**config.mk**
```make
export PLATFORM = sky130hd
export DESIGN_NAME = data_cache_fa_flat
export DESIGN_NICKNAME = d
export VERILOG_FILES = /design/src/rtl/data_cache_fa_if.sv /design/src/rtl/data_cache_fa.sv /design/src/flat_wrapper.sv
export SDC_FILE = /design/constraint.sdc
export NUM_CORES = 2
export LEC_CHECK = 0
export CAP_MARGIN = 20
export CORE_MARGIN = 1
export CORE_UTILIZATION = 45
export CTS_CLUSTER_DIAMETER = 80
export CTS_CLUSTER_SIZE = 14
export DETAILED_ROUTE_END_ITERATION = 7
export PLACE_DENSITY_LB_ADDON = 0.05
export RECOVER_POWER = 50
export SLEW_MARGIN = 0
export SYNTH_ARGS = -nofsm -noshare
export SYNTH_HDL_FRONTEND = slang
export SYNTH_SLANG_ARGS = --single-unit
```
**constraint.sdc**
```tcl
create_clock -name clk_i -period 7.1 [get_ports clk_i]
set_input_delay 1.065 -clock clk_i [delete_from_list [all_inputs] [get_ports clk_i]]
set_output_delay 1.065 -clock clk_i [all_outputs]
set_load 0.05 [all_outputs]
```
**src/rtl/data_cache_fa_if.sv**
```systemverilog
// CPU-side request/response and backing-memory bus of the fully associative data cache.
// The cache is the slave; the CPU/memory environment is the master.
interface data_cache_fa_if #(
    parameter int ADDR_W = 32,
    parameter int DATA_W = 32
);
    logic              cpu_req;
    logic              cpu_we;
    logic [ADDR_W-1:0] cpu_addr;
    logic [DATA_W-1:0] cpu_wdata;
    logic [DATA_W-1:0] cpu_rdata;
    logic              cpu_ready;
    logic              flush;
    logic              mem_req;
    logic              mem_we;
    logic [ADDR_W-1:0] mem_addr;
    logic [DATA_W-1:0] mem_wdata;
    logic [DATA_W-1:0] mem_rdata;
    logic              mem_ack;

    modport slave (
        input  cpu_req, cpu_we, cpu_addr, cpu_wdata, flush, mem_rdata, mem_ack,
        output cpu_rdata, cpu_ready, mem_req, mem_we, mem_addr, mem_wdata
    );

    modport master (
        output cpu_req, cpu_we, cpu_addr, cpu_wdata, flush, mem_rdata, mem_ack,
        input  cpu_rdata, cpu_ready, mem_req, mem_we, mem_addr, mem_wdata
    );
endinterface

```
**src/rtl/data_cache_fa.sv**
```systemverilog
// Fully associative, write-through, no-write-allocate data cache with
// round-robin replacement and saturating hit/miss statistics.
//
// state   | meaning
// IDLE    | sample flush / cpu request, resolve hit or miss
// RD_MISS | refill request outstanding, wait for mem_ack
// WR_THRU | write-through request outstanding, wait for mem_ack
// DONE    | cpu_ready pulse, return to IDLE
module data_cache_fa #(
    parameter int ADDR_W = 32,
    parameter int DATA_W = 32,
    parameter int LINES  = 16,
    parameter int OFF_W  = 2,
    parameter int CNT_W  = 16
) (
    input  logic             clk_i,
    input  logic             rst_n_i,
    data_cache_fa_if.slave   bus,
    output logic [CNT_W-1:0] hit_count_o,
    output logic [CNT_W-1:0] miss_count_o
);
    localparam int TAG_W = ADDR_W - OFF_W;
    localparam int IDX_W = $clog2(LINES);

    typedef enum logic [1:0] {IDLE, RD_MISS, WR_THRU, DONE} state_t;

    state_t              state_q, state_d;
    logic [LINES-1:0]    valid_q;
    logic [TAG_W-1:0]    tag_q  [LINES];
    logic [DATA_W-1:0]   data_q [LINES];
    logic [IDX_W-1:0]    ptr_q;
    logic [DATA_W-1:0]   cpu_rdata_q;
    logic                mem_req_q;
    logic                mem_we_q;
    logic [ADDR_W-1:0]   mem_addr_q;
    logic [DATA_W-1:0]   mem_wdata_q;
    logic [CNT_W-1:0]    hit_q;
    logic [CNT_W-1:0]    miss_q;

    logic [TAG_W-1:0]    req_tag;
    logic                hit;
    logic [IDX_W-1:0]    hit_idx;
    logic                free;
    logic [IDX_W-1:0]    free_idx;
    logic [IDX_W-1:0]    victim;
    logic                accept;
    logic                wr_hit;
    logic                install;
    logic                unused_off_bits;

    // Byte offset never reaches the tag; the cpu address is held stable
    // until cpu_ready, so the refill tag is taken straight from it.
    assign req_tag         = bus.cpu_addr[ADDR_W-1:OFF_W];
    assign unused_off_bits = ^bus.cpu_addr[OFF_W-1:0];

    assign accept  = (state_q == IDLE) && !bus.flush && bus.cpu_req;
    assign wr_hit  = accept && bus.cpu_we && hit;
    assign install = (state_q == RD_MISS) && bus.mem_ack;

    // Tag lookup across all lines; at most one valid line can match.
    always_comb begin
        hit     = 1'b0;
        hit_idx = '0;
        for (int i = 0; i < LINES; i++) begin
            if (valid_q[i] && (tag_q[i] == req_tag)) begin
                hit     = 1'b1;
                hit_idx = IDX_W'(i);
            end
        end
    end

    // Victim: lowest-index invalid line, else the round-robin pointer.
    always_comb begin
        free     = 1'b0;
        free_idx = '0;
        for (int i = LINES - 1; i >= 0; i--) begin
            if (!valid_q[i]) begin
                free     = 1'b1;
                free_idx = IDX_W'(i);
            end
        end
        victim = free ? free_idx : ptr_q;
    end

    // State register.
    always_ff @(posedge clk_i) begin
        if (!rst_n_i) state_q <= IDLE;
        else          state_q <= state_d;
    end

    // Next-state logic.
    always_comb begin
        state_d = state_q;
        case (state_q)
            IDLE: begin
                if (accept) begin
                    if (bus.cpu_we) state_d = WR_THRU;
                    else if (hit)   state_d = DONE;
                    else            state_d = RD_MISS;
                end
            end
            RD_MISS: if (bus.mem_ack) state_d = DONE;
            WR_THRU: if (bus.mem_ack) state_d = DONE;
            DONE:    state_d = IDLE;
            default: state_d = IDLE;
        endcase
    end

    // Outputs: ready is a decode of DONE, everything else is registered.
    always_comb begin
        bus.cpu_ready = (state_q == DONE);
        bus.cpu_rdata = cpu_rdata_q;
        bus.mem_req   = mem_req_q;
        bus.mem_we    = mem_we_q;
        bus.mem_addr  = mem_addr_q;
        bus.mem_wdata = mem_wdata_q;
        hit_count_o   = hit_q;
        miss_count_o  = miss_q;
    end

    // Control state: valid bits, pointer, memory request, read data, statistics.
    always_ff @(posedge clk_i) begin
        if (!rst_n_i) begin
            valid_q     <= '0;
            ptr_q       <= '0;
            cpu_rdata_q <= '0;
            mem_req_q   <= 1'b0;
            mem_we_q    <= 1'b0;
            mem_addr_q  <= '0;
            mem_wdata_q <= '0;
            hit_q       <= '0;
            miss_q      <= '0;
        end else begin
            case (state_q)
                IDLE: begin
                    if (bus.flush) begin
                        valid_q <= '0;
                        ptr_q   <= '0;
                    end else if (bus.cpu_req) begin
                        if (hit) begin
                            if (hit_q != '1) hit_q <= hit_q + 1'b1;
                            if (!bus.cpu_we) cpu_rdata_q <= data_q[hit_idx];
                        end else if (miss_q != '1) begin
                            miss_q <= miss_q + 1'b1;
                        end
                        if (bus.cpu_we || !hit) begin
                            mem_req_q  <= 1'b1;
                            mem_we_q   <= bus.cpu_we;
                            mem_addr_q <= {req_tag, {OFF_W{1'b0}}};
                        end
                        if (bus.cpu_we) mem_wdata_q <= bus.cpu_wdata;
                    end
                end
                RD_MISS: begin
                    if (bus.mem_ack) begin
                        mem_req_q       <= 1'b0;
                        valid_q[victim] <= 1'b1;
                        cpu_rdata_q     <= bus.mem_rdata;
                        // Filling an empty line leaves the rotation untouched.
                        if (!free) ptr_q <= ptr_q + 1'b1;
                    end
                end
                WR_THRU: begin
                    if (bus.mem_ack) begin
                        mem_req_q <= 1'b0;
                        mem_we_q  <= 1'b0;
                    end
                end
                default: ;
            endcase
        end
    end

    // Tag/data arrays: no reset needed, valid bits gate their use.
    always_ff @(posedge clk_i) begin
        if (rst_n_i) begin
            if (wr_hit) begin
                data_q[hit_idx] <= bus.cpu_wdata;
            end else if (install) begin
                tag_q[victim]  <= req_tag;
                data_q[victim] <= bus.mem_rdata;
            end
        end
    end
endmodule

```
**src/flat_wrapper.sv**
```systemverilog
// flat-port wrapper written by rule: the top's interface ports become plain ports
module data_cache_fa_flat 
#(
    parameter int ADDR_W = 32,
    parameter int DATA_W = 32,
    parameter int LINES  = 16,
    parameter int OFF_W  = 2,
    parameter int CNT_W  = 16
)
  (clk_i, rst_n_i, hit_count_o, miss_count_o, bus_cpu_req, bus_cpu_we, bus_cpu_addr, bus_cpu_wdata, bus_flush, bus_mem_rdata, bus_mem_ack, bus_cpu_rdata, bus_cpu_ready, bus_mem_req, bus_mem_we, bus_mem_addr, bus_mem_wdata);
  data_cache_fa_if #(.ADDR_W(ADDR_W), .DATA_W(DATA_W)) bus_i ();
  input  logic clk_i;
  input  logic rst_n_i;
  output logic [CNT_W-1:0] hit_count_o;
  output logic [CNT_W-1:0] miss_count_o;
  input wire logic [$bits(bus_i.cpu_req)-1:0] bus_cpu_req;
  input wire logic [$bits(bus_i.cpu_we)-1:0] bus_cpu_we;
  input wire logic [$bits(bus_i.cpu_addr)-1:0] bus_cpu_addr;
  input wire logic [$bits(bus_i.cpu_wdata)-1:0] bus_cpu_wdata;
  input wire logic [$bits(bus_i.flush)-1:0] bus_flush;
  input wire logic [$bits(bus_i.mem_rdata)-1:0] bus_mem_rdata;
  input wire logic [$bits(bus_i.mem_ack)-1:0] bus_mem_ack;
  output wire logic [$bits(bus_i.cpu_rdata)-1:0] bus_cpu_rdata;
  output wire logic [$bits(bus_i.cpu_ready)-1:0] bus_cpu_ready;
  output wire logic [$bits(bus_i.mem_req)-1:0] bus_mem_req;
  output wire logic [$bits(bus_i.mem_we)-1:0] bus_mem_we;
  output wire logic [$bits(bus_i.mem_addr)-1:0] bus_mem_addr;
  output wire logic [$bits(bus_i.mem_wdata)-1:0] bus_mem_wdata;
  assign bus_i.cpu_req = bus_cpu_req;
  assign bus_i.cpu_we = bus_cpu_we;
  assign bus_i.cpu_addr = bus_cpu_addr;
  assign bus_i.cpu_wdata = bus_cpu_wdata;
  assign bus_i.flush = bus_flush;
  assign bus_i.mem_rdata = bus_mem_rdata;
  assign bus_i.mem_ack = bus_mem_ack;
  assign bus_cpu_rdata = bus_i.cpu_rdata;
  assign bus_cpu_ready = bus_i.cpu_ready;
  assign bus_mem_req = bus_i.mem_req;
  assign bus_mem_we = bus_i.mem_we;
  assign bus_mem_addr = bus_i.mem_addr;
  assign bus_mem_wdata = bus_i.mem_wdata;
  data_cache_fa #(.ADDR_W(ADDR_W), .DATA_W(DATA_W), .LINES(LINES), .OFF_W(OFF_W), .CNT_W(CNT_W)) u_core (.clk_i(clk_i), .rst_n_i(rst_n_i), .bus(bus_i), .hit_count_o(hit_count_o), .miss_count_o(miss_count_o));
endmodule
```
Yosys cells after proc, flatten, opt, wreduce, memory -nomap -nowiden
Memory sizes are Yosys's and may differ from the RTL's. Cells that the tools add are included.

Bitwise gates (word level): 3. Reductions and logical operators: 41. $lt $le $gt $ge: 2. Add/sub/neg operators: 3. Mux-type cells: 103. Equal/unequal tests: 32.

Operators with widths (number): $eq A30 B30 Y1 (16); $mux W32 (6); $mux W4 (29); $pmux W32 S2 (1); $mux W1 (49); $add A16 B1 Y16 const B (2); $mux W16 (2); $ne A16 B16 Y1 const B (2); $pmux W16 S2 (1); $reduce_or A32 Y1 (1); $logic_and A1 B1 Y1 (22); $reduce_and A5 Y1 (4); $ne A2 B2 Y1 const B (8); $or A16 B16 Y16 (1); $mux W2 (6); $mux W3 (4); $reduce_and A4 Y1 (3); $pmux W4 S2 (1); $ne A2 B1 Y1 const B (3); $pmux W2 S3 (1); $reduce_and A6 Y1 (1); $reduce_bool A2 Y1 (3); $lt A4 B5 Y1 const B (1); $add A4 B1 Y4 const B (1); 12 further kinds (16).

Memories kept: 2. Word-level logic and storage cells: 196. Bits of input ports: 102. Output and inout bits: 131. Memory bits (writable): 992. Bits in registers: 150.

Memories: u_core.data_q (words 16, width 32, rd ports 1, clocked after memory_dff 0, write ports 1, line data_cache_fa.sv:30) `logic [DATA_W-1:0] data_q [LINES];`; u_core.tag_q (words 16, width 30, rd ports 16, clocked after memory_dff 0, write ports 1, line data_cache_fa.sv:29) `logic [TAG_W-1:0] tag_q [LINES];`.

Logic depth before layout (Yosys ltp)
An unclocked memory read counts as a cell.

Depth in word-level cells: 25. Gate-level depth with buffers: 17. Gate-level depth less buffers: 12.

Worst setup path before layout
No wires, ideal clock.

Path kind: input port to flip-flop. Start: input port bus_cpu_addr[14]. End: memory u_core.data_q[15][0], enable pin. Arrival: 5202 ps. Required time: 6679 ps. Buffers on the path: 4. Stages on the path: 14. Slack: 1477 ps. Library setup time: 421 ps. Cell sequence: buf_2 -> xor2_1 -> or3_1 -> or4_1 -> o211ai_1 -> o311a_1 -> o221ai_2 -> buf_2 -> buf_2 -> buf_2 -> o21ai_0 -> mux2i_1 -> or2_2 -> nor2_1.

Word-level cells in the longest chain between the ends: 24. Elaborated cells on any way between the ends: 73. Those cells by class: 16 x eq/ne; 39 x mux; 18 x reduce/logical.

Ends and longest elaborated chain: from (decl) (line flat_wrapper.sv:18) `input wire logic [$bits(bus_i.cpu_addr)-1:0] bus_cpu_addr;`; $eq A30 B30 Y1 (line data_cache_fa.sv:65) `if (valid_q[i] && (tag_q[i] == req_tag)) begin`; $logic_and A1 B1 Y1 (line data_cache_fa.sv:65); $mux W1 (16 in series) (line data_cache_fa.sv:65); $logic_and A1 B1 Y1 (line data_cache_fa.sv:57) `assign wr_hit = accept && bus.cpu_we && hit;`; $mux W1 (line data_cache_fa.sv:177) `if (wr_hit) begin`; $mux W1 (line data_cache_fa.sv:176) `if (rst_n_i) begin`; $mux W1 (not written as such) (line data_cache_fa.sv:181) `data_q[victim] <= bus.mem_rdata;`; $reduce_or A32 Y1 (no line); $mux W4 (no line) or $mux W1 (tied branches); to (decl) (line data_cache_fa.sv:30).

Parallel ways exist; a longest one is shown, timed or not.

Worst setup path in the final report
Start: input port bus_cpu_addr[10]. End: memory u_core.tag_q[9][27] in the netlist's numbering, enable pin.

Word-level cells in the longest chain between the ends: 22. Elaborated cells on any way between the ends: 52. Those cells by class: 16 x eq/ne; 19 x mux; 17 x reduce/logical.

Ends and longest elaborated chain: $eq A30 B30 Y1 (line data_cache_fa.sv:65); $logic_and A1 B1 Y1 (line data_cache_fa.sv:65); $mux W1 (15 in series) (line data_cache_fa.sv:65); $mux W1 (*) (line data_cache_fa.sv:65); $logic_and A1 B1 Y1 (*) (line data_cache_fa.sv:57); $mux W1 (*) (line data_cache_fa.sv:177); $mux W1 (*) (line data_cache_fa.sv:176); $mux W1 (not written as such) (*) (line data_cache_fa.sv:180) `tag_q[victim] <= req_tag;`; to (decl) (line data_cache_fa.sv:29).

Mark *: on every way between the ends. The rest lies on a longest branch, timed or not.

==> flow_metrics.env <==
export IMPL_outcome="finished with violations"
export IMPL_violations="capacitance limit, slew limit"
export IMPL_p_int_mw=10.50
export IMPL_ir_drop_v=0.0001867
export IMPL_synth_seq_area_share=0.6745
export IMPL_hold_worst_slack_ps=454.0
export IMPL_row_count=120
export IMPL_wire_per_inst_um=27.12
export IMPL_drive_above_1_share=0.1108
export IMPL_cts_resized=0
export IMPL_hold_end="u_core.bus.mem_wdata[6]$_SDFFE_PN0P_"
export IMPL_whs_path_depth=2
export IMPL_routed_wl_um=141900
export IMPL_yosys_area_top_type="edfxtp_1"
export IMPL_finalSetupTns_ps=0
export IMPL_yosysUniqueCellTypes=67
export IMPL_finalHoldViolCount=0
export IMPL_synth_ff_type="edfxtp_1"
export IMPL_avgSynthCellArea_um2=13.88
export IMPL_relSlewSlack=-0.6067
export IMPL_powerDensity_nw_per_um2=257.2
export IMPL_synth_seq_cells=1142
export IMPL_dp_hpwl_um=85980
export IMPL_first_iter_violations=2272
export IMPL_power_total_mw=14.28
export IMPL_ant_nets=0
export IMPL_synth_area_leaders="edfxtp_1 (61%), xnor2_1 (7.5%), dfxtp_1 (6.2%), mux2_2 (3.6%), nand4_1 (2.7%)"
export IMPL_grt_overflow=0
export IMPL_p_clk_frac=0.339
export IMPL_clock_fmax_mhz=164.2
export IMPL_num_io_pins=233
export IMPL_drt_pass1_iterations=5
export IMPL_cts_buffers=92
export IMPL_start_util=0.4541
export IMPL_cts_tree="yes"
export IMPL_n_fill_cell=9068
export IMPL_dieHeight_um=330.7
export IMPL_worstHoldStart="u_core.bus.mem_wdata[6]$_SDFFE_PN0P_"
export IMPL_finalCritPeriodShare=0.8578
export IMPL_p_leak_nw=17.65
export IMPL_die_area_um2=109300
export IMPL_p_comb_frac=0.129
export IMPL_clock_root_buffer="clkbuf_16"
export IMPL_reg2reg_slack_ps=2400
export IMPL_synth_top_area_share=0.6128
export IMPL_crit_fanout=30
export IMPL_nets=3872
export IMPL_grt_total_usage=0.2581
export IMPL_clk_pin_slew_ps=70
export IMPL_via_per_inst=5.812
export IMPL_yosys_cell_count_top_type="edfxtp_1"
export IMPL_clkLatencyLatePin_ps=690
export IMPL_grt_max_degree=129
export IMPL_async_flop_share=0
export IMPL_synth_edf_count=992
export IMPL_crit_type="primary input to flip-flop"
export IMPL_worstPathArrival_ps=6390
export IMPL_cts_hold_buf=0
export IMPL_multiInputGateArea_um2=15020
export IMPL_p_switching_mw=3.786
export IMPL_syn_area_um2=48610
export IMPL_grt_pass1_vias=30548
export IMPL_rsz0062_at_grt="no"
export IMPL_io_buffers=228
export IMPL_slew_violations=219
export IMPL_synthCells=3502
export IMPL_grt_pass1_wl_um=206100
export IMPL_cts_sinks=1142
export IMPL_gp_congestion=0.8414
export IMPL_p_seq_frac=0.532
export IMPL_ff2ff_path_depth=13
export IMPL_yosys_warnings=0
export IMPL_worstMarginPinSlew_ps=2410
export IMPL_syn_to_final_growth_pct=14.20
export IMPL_endpoint_kind="flip-flop"
export IMPL_hold_path_class="flip-flop to flip-flop"
export IMPL_regToRegStartpoint="u_core.tag_q[13][20]$_DFFE_PP_"
export IMPL_post_cts_buffers=0
export IMPL_die_x_um=330.7
export IMPL_start_kind="primary input"
export IMPL_antenna_found_initial=7
export IMPL_min_period_ps=6090
export IMPL_clock_skew_ps=24.09
export IMPL_seqCellArea_um2=32790
export IMPL_cp_required_ps=7400
export IMPL_core_area_um2=107100
export IMPL_r2r_end="u_core.data_q[5][10]$_DFFE_PP_"
export IMPL_drc_errors=0
export IMPL_vias=30421
export IMPL_setup_viol=0
export IMPL_htreeDepth=3
export IMPL_p_sw_frac=0.2651
export IMPL_cap_violations=12
export IMPL_synth_cells_most_frequent="edfxtp_1 (992), xnor2_1 (418), nor2_1 (254)"
export IMPL_cts_buffer_depth=3
[state kept, by name, indices dropped and copies added (netlist names)]
name	count
u_core.bus.cpu_rdata	32
u_core.bus.mem_addr	30
u_core.bus.mem_req	1
u_core.bus.mem_wdata	32
u_core.bus.mem_we	1
u_core.data_q	512
u_core.hit_count_o	16
u_core.miss_count_o	16
u_core.ptr_q	4
u_core.state_q	2
u_core.tag_q	480
u_core.valid_q	16
[how the worst max path moves through the flow]
stage                     start                                    end  depth (start not counted)
2_1_floorplan  bus_cpu_addr[14]         u_core.data_q[15][0]$_DFFE_PP_                         14
3_3_place_gp   bus_cpu_addr[17]          u_core.data_q[5][6]$_DFFE_PP_                         15
3_5_place_dp   bus_cpu_addr[14]         u_core.data_q[5][10]$_DFFE_PP_                         14
4_1_cts        bus_cpu_addr[14]         u_core.data_q[5][10]$_DFFE_PP_                         14
5_1_grt         bus_cpu_addr[3]  u_core.bus.cpu_rdata[20]$_SDFFE_PN0P_                         15
6_report       bus_cpu_addr[10]          u_core.tag_q[9][27]$_DFFE_PP_                         13
[stage by stage]
| stage | worst slack (ps) | area, µm² | util | instances |
|---|---|---|---|---|
| after detailed placement | 1020 | 53110 | 0.4961 | 5071 |
| after CTS | 1742 | 55750 | 0.5208 | 5228 |
| after global placement | 1063 | 53100 | 0.4960 | 5070 |
| after global routing | 837.8 | 55510 | 0.5186 | 5233 |
| final | 1010 | 55520 | 0.5186 | 5234 |
| after floorplan | 1477 | 48620 | - | 3503 |
[per-layer routing]
metal / vias up / track usage / routed length [µm] / share of wire
met2: 854 / 0.4516 / 72120 / 0.51
met3: 221 / 0.02917 / 5903 / 0.042
li1: 13718 / - / - / -
met1: 15628 / 0.3375 / 60040 / 0.42
met5: - / 0 / 0 / 0
met4: 0 / 0.07453 / 3874 / 0.027
[placed cells by master, fill, tap and decap left out, types with 36 or more instances in the layout]
master / netlist / routed
buf_4: 21 / 46
a21oi_1: 96 / 94
nor2_1: 254 / 227
o221ai_1: 53 / 53
clkbuf_16: 0 / 94
xor2_1: 85 / 85
xnor2_1: 418 / 418
dlygate4sd3_1: 0 / 130
a211oi_1: 36 / 36
nand2_1: 153 / 152
mux2i_1: 36 / 36
dfxtp_1: 150 / 150
nand3_1: 40 / 39
mux2_2: 157 / 157
o21ai_0: 108 / 109
nand4_1: 206 / 206
clkbuf_1: 91 / 122
nor4_1: 66 / 67
or3_1: 48 / 47
edfxtp_1: 992 / 992
clkdlybuf4s50_1: 0 / 68
nor3_1: 76 / 76
and3_1: 38 / 38
[power groups by stage]
stage | registers (mW) | logic, mW | clock network (mW)
6_report | 7.60 | 1.84 | 4.84
5_1_grt | 7.61 | 1.97 | 5.16
3_5_place_dp | 7.76 | 1.90 | 0
3_3_place_gp | 7.75 | 1.88 | 0
2_1_floorplan | 8.02 | 0.827 | 0
4_1_cts | 7.61 | 1.90 | 4.94
[cells by family (layout without fill, tap and decap cells)]
family / Yosys count / in the layout / synth area share
buf+inv: 216 / 539 / 0.02108
simple gates: 1017 / 1017 / 0.1098
fa+ha+maj: 7 / 7 / 0.001802
other cells: 1 / 7 / 0.00007714
xor+xnor: 511 / 511 / 0.09330
mux: 194 / 194 / 0.04401
compound gates: 414 / 414 / 0.05541
flops: 1142 / 1142 / 0.6745
[final cells by class]
| cell class | count | share of cell area |
|---|---|---|
| diodes | 5 | 0.0002254 |
| clock buffers | 149 | 0.04627 |
| clock inverters | 8 | 0.001352 |
| inverters | 27 | 0.001848 |
| multi-input cells | 2145 | 0.2706 |
| flip-flops and latches | 1142 | 0.5907 |
| well taps | 1403 | 0.03162 |
| repair buffers | 355 | 0.05742 |
[critical path: stages]
cell and delay (ps):
clkbuf_1 1120, clkbuf_1 530, xnor2_1 190, and4_1 210, and3_1 180, nand3_1 270, nand4_1 360, nor4_1 510
buf_4 240, o2111ai_4 210, or3_1 600, nor2_1 200, clkbuf_2 640
Power figures use the tool's default switching activity.
